$ cat config.mk
export PLATFORM = sky130hd
export DESIGN_NAME = jt74_ucnt
export DESIGN_NICKNAME = d
export VERILOG_FILES = /design/src/rtl/jt74_ucnt.sv
export SDC_FILE = /design/constraint.sdc
export NUM_CORES = 1
export LEC_CHECK = 0
export CAP_MARGIN = 20
export CORE_AREA = 2 2 39 41
export DETAILED_ROUTE_END_ITERATION = 7
export DIE_AREA = 0 0 41 43
export HOLD_SLACK_MARGIN = 0.03
export SYNTH_ARGS = -nofsm -noshare
export SYNTH_HDL_FRONTEND = slang
export SYNTH_SLANG_ARGS = --single-unit
$ cat constraint.sdc
create_clock -name clk -period 1.35 [get_ports clk]
set_input_delay 0.2025 -clock clk [delete_from_list [all_inputs] [get_ports clk]]
set_output_delay 0.2025 -clock clk [all_outputs]
set_load 0.05 [all_outputs]
$ cat src/rtl/jt74_ucnt.sv
// Presettable modulo-N up/down counter with 163-style clear/load priority.
// Optional output storage register enabled by JT74_UCNT_STORE_EN.
module jt74_ucnt #(
  parameter int      W    = 4,
  parameter longint  MOD  = longint'(1) << W,
  parameter longint  INIT = 0
) (
  input  logic         clk,
  input  logic         rst,
  input  logic         cl_b,
  input  logic         ld_b,
  input  logic         cep,
  input  logic         cet,
  input  logic         up,
  input  logic [W-1:0] d,
  input  logic         st,
  output logic [W-1:0] q,
  output logic [W-1:0] q_st,
  output logic         ca
);

  localparam logic [W:0]   MOD_X  = (W+1)'(MOD);
  localparam logic [W-1:0] Q_MAX  = W'(MOD - 1);
  localparam logic [W-1:0] Q_INIT = W'(INIT);

  logic [W:0]   q_x;
  logic [W:0]   inc_x;
  logic [W:0]   dec_x;
  logic [W-1:0] q_up;
  logic [W-1:0] q_dn;
  logic [W-1:0] q_ld;
  logic         at_max;
  logic         at_min;

  // Widened by one bit so MOD == 2**W compares without overflow
  assign q_x    = {1'b0, q};
  assign inc_x  = q_x + 1'b1;
  assign dec_x  = q_x - 1'b1;
  assign at_max = (q == Q_MAX);
  assign at_min = (q == '0);

  assign q_up = at_max ? '0 : inc_x[W-1:0];
  assign q_dn = at_min ? Q_MAX : dec_x[W-1:0];
  assign q_ld = ({1'b0, d} >= MOD_X) ? Q_MAX : d;

  assign ca = cet & (up ? at_max : at_min);

  always_ff @(posedge clk) begin
    if (rst) begin
      q <= Q_INIT;
    end else begin
      priority case (1'b1)
        !cl_b:      q <= '0;
        !ld_b:      q <= q_ld;
        cep && cet: q <= up ? q_up : q_dn;
        default:    q <= q;
      endcase
    end
  end

`ifdef JT74_UCNT_STORE_EN
  always_ff @(posedge clk) begin
    if (rst)     q_st <= '0;
    else if (st) q_st <= q;
  end
`else
  logic unused_st;
  assign unused_st = st;
  assign q_st      = q;
`endif

endmodule

==> results.json, run 1 <==
{
  "syn_avg_cell_area_um2": 7.89,
  "yosys-top-cells-area": "dfxtp_1 (22%), buf_4 (10%), ha_1 (6.9%)",
  "drc": 0,
  "timing.reg2reg.setup_slack_ns": 0.06,
  "pin_count": 21,
  "placed_area_um2": 736,
  "final_nets": 92,
  "gp_congestion": 0.708,
  "skew_ns": 0.00441,
  "cp_cell_sequence": "inv_4 -> ha_4 -> nand2b_4 -> o31ai_4 -> and2_4 -> buf_12",
  "cts_sinks": 4,
  "p_per_area_nw_per_um2": 682,
  "period_share": 1.14,
  "synthesis.area_um2": 363,
  "top_register": "q",
  "die_area_um2": 1760,
  "synthCells": 46,
  "maxSlewViolCount": 0,
  "seqCellArea_um2": 90.1,
  "clockBufferDepth": 2,
  "insertedDiodeCount": 0,
  "rsz0062_at_grt": "true",
  "worstSetupPathType": "reg -> out",
  "rr_startpoint": "q[0]$_SDFFE_PP0P_",
  "clk_latency_ns": 0.24,
  "r2r_cells": 6,
  "largest_reg_flops": 4,
  "drv_cap": 0,
  "hold_viol": 0,
  "yosys_warnings": 0,
  "postRouteAntennaNets": 0,
  "min-delay-start": "d[0]",
  "drt_first_iter_violations": 5,
  "tightest_slew_ns": 0.305,
  "cts_tree": "done",
  "worstReg2RegEnd": "q[3]$_SDFFE_PP0P_",
  "n_fill_cell": 130,
  "num_vias": 458,
  "design.core.area_um2": 1380,
  "period_needed_ns": 1.54,
  "slowest_delay_ns": 0.36,
  "synth_cell_types": 23,
  "yosysTopAreaCellShare": 0.221,
  "cp-start-kind": "register",
  "grt_max_degree": 9,
  "track_usage": 0.147,
  "setup_slack_ns": -0.190,
  "syn2layout_area_growth_pct": 125,
  "holdPathEnd": "q[0]$_SDFFE_PP0P_",
  "status": "complete, but fails checks",
  "root_buffer": "clkbuf_4",
  "dpl_worst_slack_ns": -0.213,
  "synth_seq_area_share": 0.221,
  "ys_seq_elements": 4,
  "final_area_um2": 817,
  "dp_hpwl_um": 844,
  "vias_per_cell": 4.92,
  "slew-limit-headroom": 0.795,
  "vdd_drop_max_mv": 0.429,
  "finalWirelength_um": 1240,
  "drive_gt1_frac": 0.494,
  "reg.largest.list": "q (4)",
  "firstDrtPassIters": 4,
  "cp-end-kind": "primary output",
  "die_x_um": 41,
  "start_util": 0.262,
  "grt_antenna_before_repair": 0,
  "fmax_mhz": 649,
  "overflow": 0,
  "path_max_fanout": 4,
  "grt_pass1_wl_um": 1730,
  "yosys.area.top_type": "dfxtp_1",
  "port_buffers": 19,
  "cts_made_buffers": 3,
  "post-route-util": 0.590,
  "die_h_um": 43,
  "min_path_cells": 3,
  "grt_pass1_vias": 410,
  "mostFrequentLayoutCells": "buf_4 (12), clkdlybuf4s50_1 (9), buf_12 (9), nor2_1 (6)",
  "setup_viol": 1,
  "h-tree-depth": 1,
  "power_leakage_nw": 0.332,
  "num_rows": 14,
  "crit_slowest_cell": "dfxtp_4",
  "crit_required_ns": 1.15,
  "cp_data_arrival_time_ns": 1.34,
  "syn-num-nets": 60,
  "wl_per_cell_um": 13.4,
  "final_common_cell": "buf_4",
  "multiInputGateArea_um2": 279,
  "violations": "setup timing",
  "clk_pin_slew_ns": 0.04,
  "holdBufCountCts": 0,
  "hold_path.class": "in -> reg"
}
critical path: cells and delay by family (launching register included):
kind,cells,cell delay (ns)
buffers and inverters,2,0.19
and+or+nand+nor,2,0.24
DFF,1,0.36
AOI/OAI and AO/OA,1,0.17
adders and majority gates,1,0.14
power breakdown:
part / internal [W] / switching, W
Combinational: 0.000137 / 0.000116
Sequential: 0.000124 / 0.0000141
Clock: 0.000111 / 0.0000543
Total: 0.000372 / 0.000184
cells in the mapped netlist:
library cell / number
xor2_1: 1
a21oi_2: 1
and2_1: 1
a21oi_1: 3
a21boi_0: 1
nand2b_4: 1
o21ai_1: 1
a211oi_2: 1
nand2_1: 2
xnor2_1: 2
ha_1: 2
o31a_1: 1
buf_4: 5
a311oi_1: 2
nand3_1: 1
a211oi_1: 2
nand4_1: 2
nor2_1: 6
nand2b_1: 1
o21bai_1: 1
o31ai_1: 1
inv_1: 4
dfxtp_1: 4
how the worst max path moves through the flow:
| stage | start | end | slack, ns | depth (start not counted) |
|---|---|---|---|---|
| final | q[0]$_SDFFE_PP0P_ | ca | -0.19 | 6 |
| after global routing | q[0]$_SDFFE_PP0P_ | ca | -0.26 | 5 |
| after detailed placement | up | q[1]$_SDFFE_PP0P_ | -0.21 | 7 |
| after global placement | up | ca | -0.14 | 6 |
| after floorplan | q[1]$_SDFFE_PP0P_ | q[3]$_SDFFE_PP0P_ | -0.007 | 6 |
| after CTS | q[0]$_SDFFE_PP0P_ | ca | -0.19 | 6 |
routing by layer:
metal,global-route usage,vias up,share of wire
met2,0.247,15,0.58
li1,-,221,-
met3,0.0785,4,0.042
met5,0,-,0
met1,0.160,218,0.34
met4,0.0200,0,0.031
logic make-up after synthesis:
group,count (synthesis),share of synthesized area
flip-flops,4,0.221
adder cells (fa/ha/maj),2,0.0690
AND/OR/NAND/NOR,14,0.203
AO/OA/AOI/OAI,14,0.290
buffers and inverters,9,0.145
XOR/XNOR,3,0.0724
what timing repair did:
item / CTS / global route
pin swaps: 2 / 4
setup endpoints to repair: 1 / 3
resized for setup: 2 / 5
buffers inserted: 2 / 0
final cells by class:
class                      instances  area share
multi-input combinational         33       0.342
timing repair buffer              32       0.470
inverter                           4      0.0214
tap                               16      0.0245
clock buffer                       4      0.0322
sequential                         4       0.110
per-stage QoR:
step	setup TNS (ns)	instances	hold slack (ns)	total power (W)
detailed placement	-0.553	87	0.645	0.000376
finish	-0.190	93	0.538	0.000557
global route	-0.263	93	0.538	0.000600
floorplan	-0.00710	46	0.365	0.000254
global placement	-0.404	87	0.648	0.000373
CTS	-0.189	93	0.534	0.000555
Power figures use the tool's default switching activity.
==> inputs of run 2 (changes only) <==
- CTS_CLUSTER_SIZE: unset -> 28
- clock period: 1.35 -> 1.4 ns (I/O delays scaled with it)
==> run 2 against run 1 <==
Compared with the run above:
- the run still ends with setup timing left
- hold slack worse by 0.0022 ns
- worst setup slack better by 0.048 ns
- clock skew shrank 0.0012 ns
- via count fell by 7.2%
- combinational power fell by 9.5%
- routed wire length shrank 18%
- sequential power hardly changed
- sequential share of layout area is 0.59 points higher
- sequential cell count stayed put
- critical endpoint unchanged
==> results.json, run 2 (synthesis gave the netlist of run 1 again) <==
{
  "status": "complete, but fails checks",
  "violations": "setup timing",
  "seqCellArea_um2": 90.1,
  "cp-end-kind": "primary output",
  "final_common_cell": "clkdlybuf4s50_1",
  "crit_required_ns": 1.19,
  "start_util": 0.262,
  "die_x_um": 41,
  "insertedDiodeCount": 0,
  "mostFrequentLayoutCells": "clkdlybuf4s50_1 (10), buf_12 (9), buf_4 (9), nor2_1 (6)",
  "num_rows": 14,
  "final_nets": 88,
  "power_leakage_nw": 0.302,
  "drc": 0,
  "hold_viol": 0,
  "drive_gt1_frac": 0.466,
  "die_area_um2": 1760,
  "maxSlewViolCount": 0,
  "n_fill_cell": 131,
  "skew_ns": 0.00322,
  "slew-limit-headroom": 0.830,
  "grt_antenna_before_repair": 0,
  "cp_data_arrival_time_ns": 1.33,
  "rsz0062_at_grt": "true",
  "postRouteAntennaNets": 0,
  "vias_per_cell": 4.78,
  "post-route-util": 0.561,
  "fin_hold_ws_ns": 0.536,
  "top_register": "q",
  "track_usage": 0.142,
  "clk_pin_slew_ns": 0.04,
  "overflow": 0,
  "pin_count": 21,
  "clockBufferDepth": 2,
  "root_buffer": "clkbuf_4",
  "placed_area_um2": 701,
  "cts_tree": "done",
  "grt_pass1_vias": 398,
  "crit_slowest_cell": "dfxtp_4",
  "largest_reg_flops": 4,
  "cp_cell_sequence": "inv_4 -> ha_4 -> nand2b_4 -> o31ai_4 -> and2_4 -> buf_12",
  "fmax_mhz": 648,
  "finalWirelength_um": 1020,
  "tns_ns": -0.143,
  "worstSetupPathType": "reg -> out",
  "cts_sinks": 4,
  "p_per_area_nw_per_um2": 682,
  "reg.largest.list": "q (4)",
  "grt_max_degree": 9,
  "setup_viol": 1,
  "cts_made_buffers": 3,
  "port_buffers": 19,
  "setup_slack_ns": -0.143,
  "syn2layout_area_growth_pct": 114,
  "gp_congestion": 0.680,
  "slowest_delay_ns": 0.36,
  "period_share": 1.10,
  "power.total_w": 0.000529,
  "cp-start-kind": "register",
  "wl_per_cell_um": 11.4,
  "period_needed_ns": 1.54,
  "vdd_drop_max_mv": 0.466,
  "num_vias": 425,
  "path_max_fanout": 4,
  "tightest_slew_ns": 0.254,
  "drt_first_iter_violations": 3,
  "holdBufCountCts": 0,
  "firstDrtPassIters": 4,
  "die_h_um": 43,
  "clk_latency_ns": 0.24,
  "drv_cap": 0,
  "h-tree-depth": 1,
  "final_area_um2": 776,
  "multiInputGateArea_um2": 272,
  "hold_path.class": "in -> reg",
  "grt_pass1_wl_um": 1660,
  "dp_hpwl_um": 796,
  "design.core.area_um2": 1380
}
[run 2: power by group]
group | switching, W | internal (W)
registers | 0.0000159 | 0.000119
clock network | 0.0000566 | 0.000108
logic | 0.000104 | 0.000126
total | 0.000176 | 0.000353
[run 2: worst paths after layout]
check | from | end | slack [ns] | cells past startpoint
worst max register to register | q[1]$_SDFFE_PP0P_ | q[2]$_SDFFE_PP0P_ | 0.04 | 8
worst min register to register | q[0]$_SDFFE_PP0P_ | q[0]$_SDFFE_PP0P_ | 0.64 | 3
worst max-delay path | q[1]$_SDFFE_PP0P_ | ca | -0.14 | 6
worst min-delay path | d[0] | q[0]$_SDFFE_PP0P_ | 0.54 | 3
[run 2: area by class of cell]
type / count / area share
repair buffers: 28 / 0.448
multi-input cells: 33 / 0.350
flip-flops and latches: 4 / 0.116
clock buffers: 4 / 0.0339
inverters: 4 / 0.0258
well taps: 16 / 0.0258
[run 2: timing repair]
action / in CTS / in global routing
gates resized for setup: 4 / 4
endpoints found under the setup margin: 1 / 1
buffers inserted: 0 / 1
pin swaps: 1 / 5
[run 2: metrics by stage]
stage	cells	worst slack [ns]
after CTS	88	-0.173
after global routing	89	-0.209
after floorplan	46	-0.0106
after global placement	84	-0.112
final	89	-0.143
after detailed placement	84	-0.170
[run 2: per-layer routing]
layer	vias up	track usage	routed length [µm]
met3	2	0.0942	73
li1	215	-	-
met2	14	0.219	533
met5	-	0	0
met1	194	0.163	401
met4	0	0.0200	8
[run 2: critical path: cells and delay by family, from the launching register on]
family / cells / cell delay, ns
DFF: 1 / 0.36
adders and majority gates: 1 / 0.14
AOI/OAI and AO/OA: 1 / 0.16
buffers and inverters: 2 / 0.19
and+or+nand+nor: 2 / 0.24
==> inputs of run 3 (changes only) <==
- CTS_CLUSTER_SIZE: 28 -> 24
==> results of run 3 <==
Final layout, timing and power as in run 2 (identical DEF).
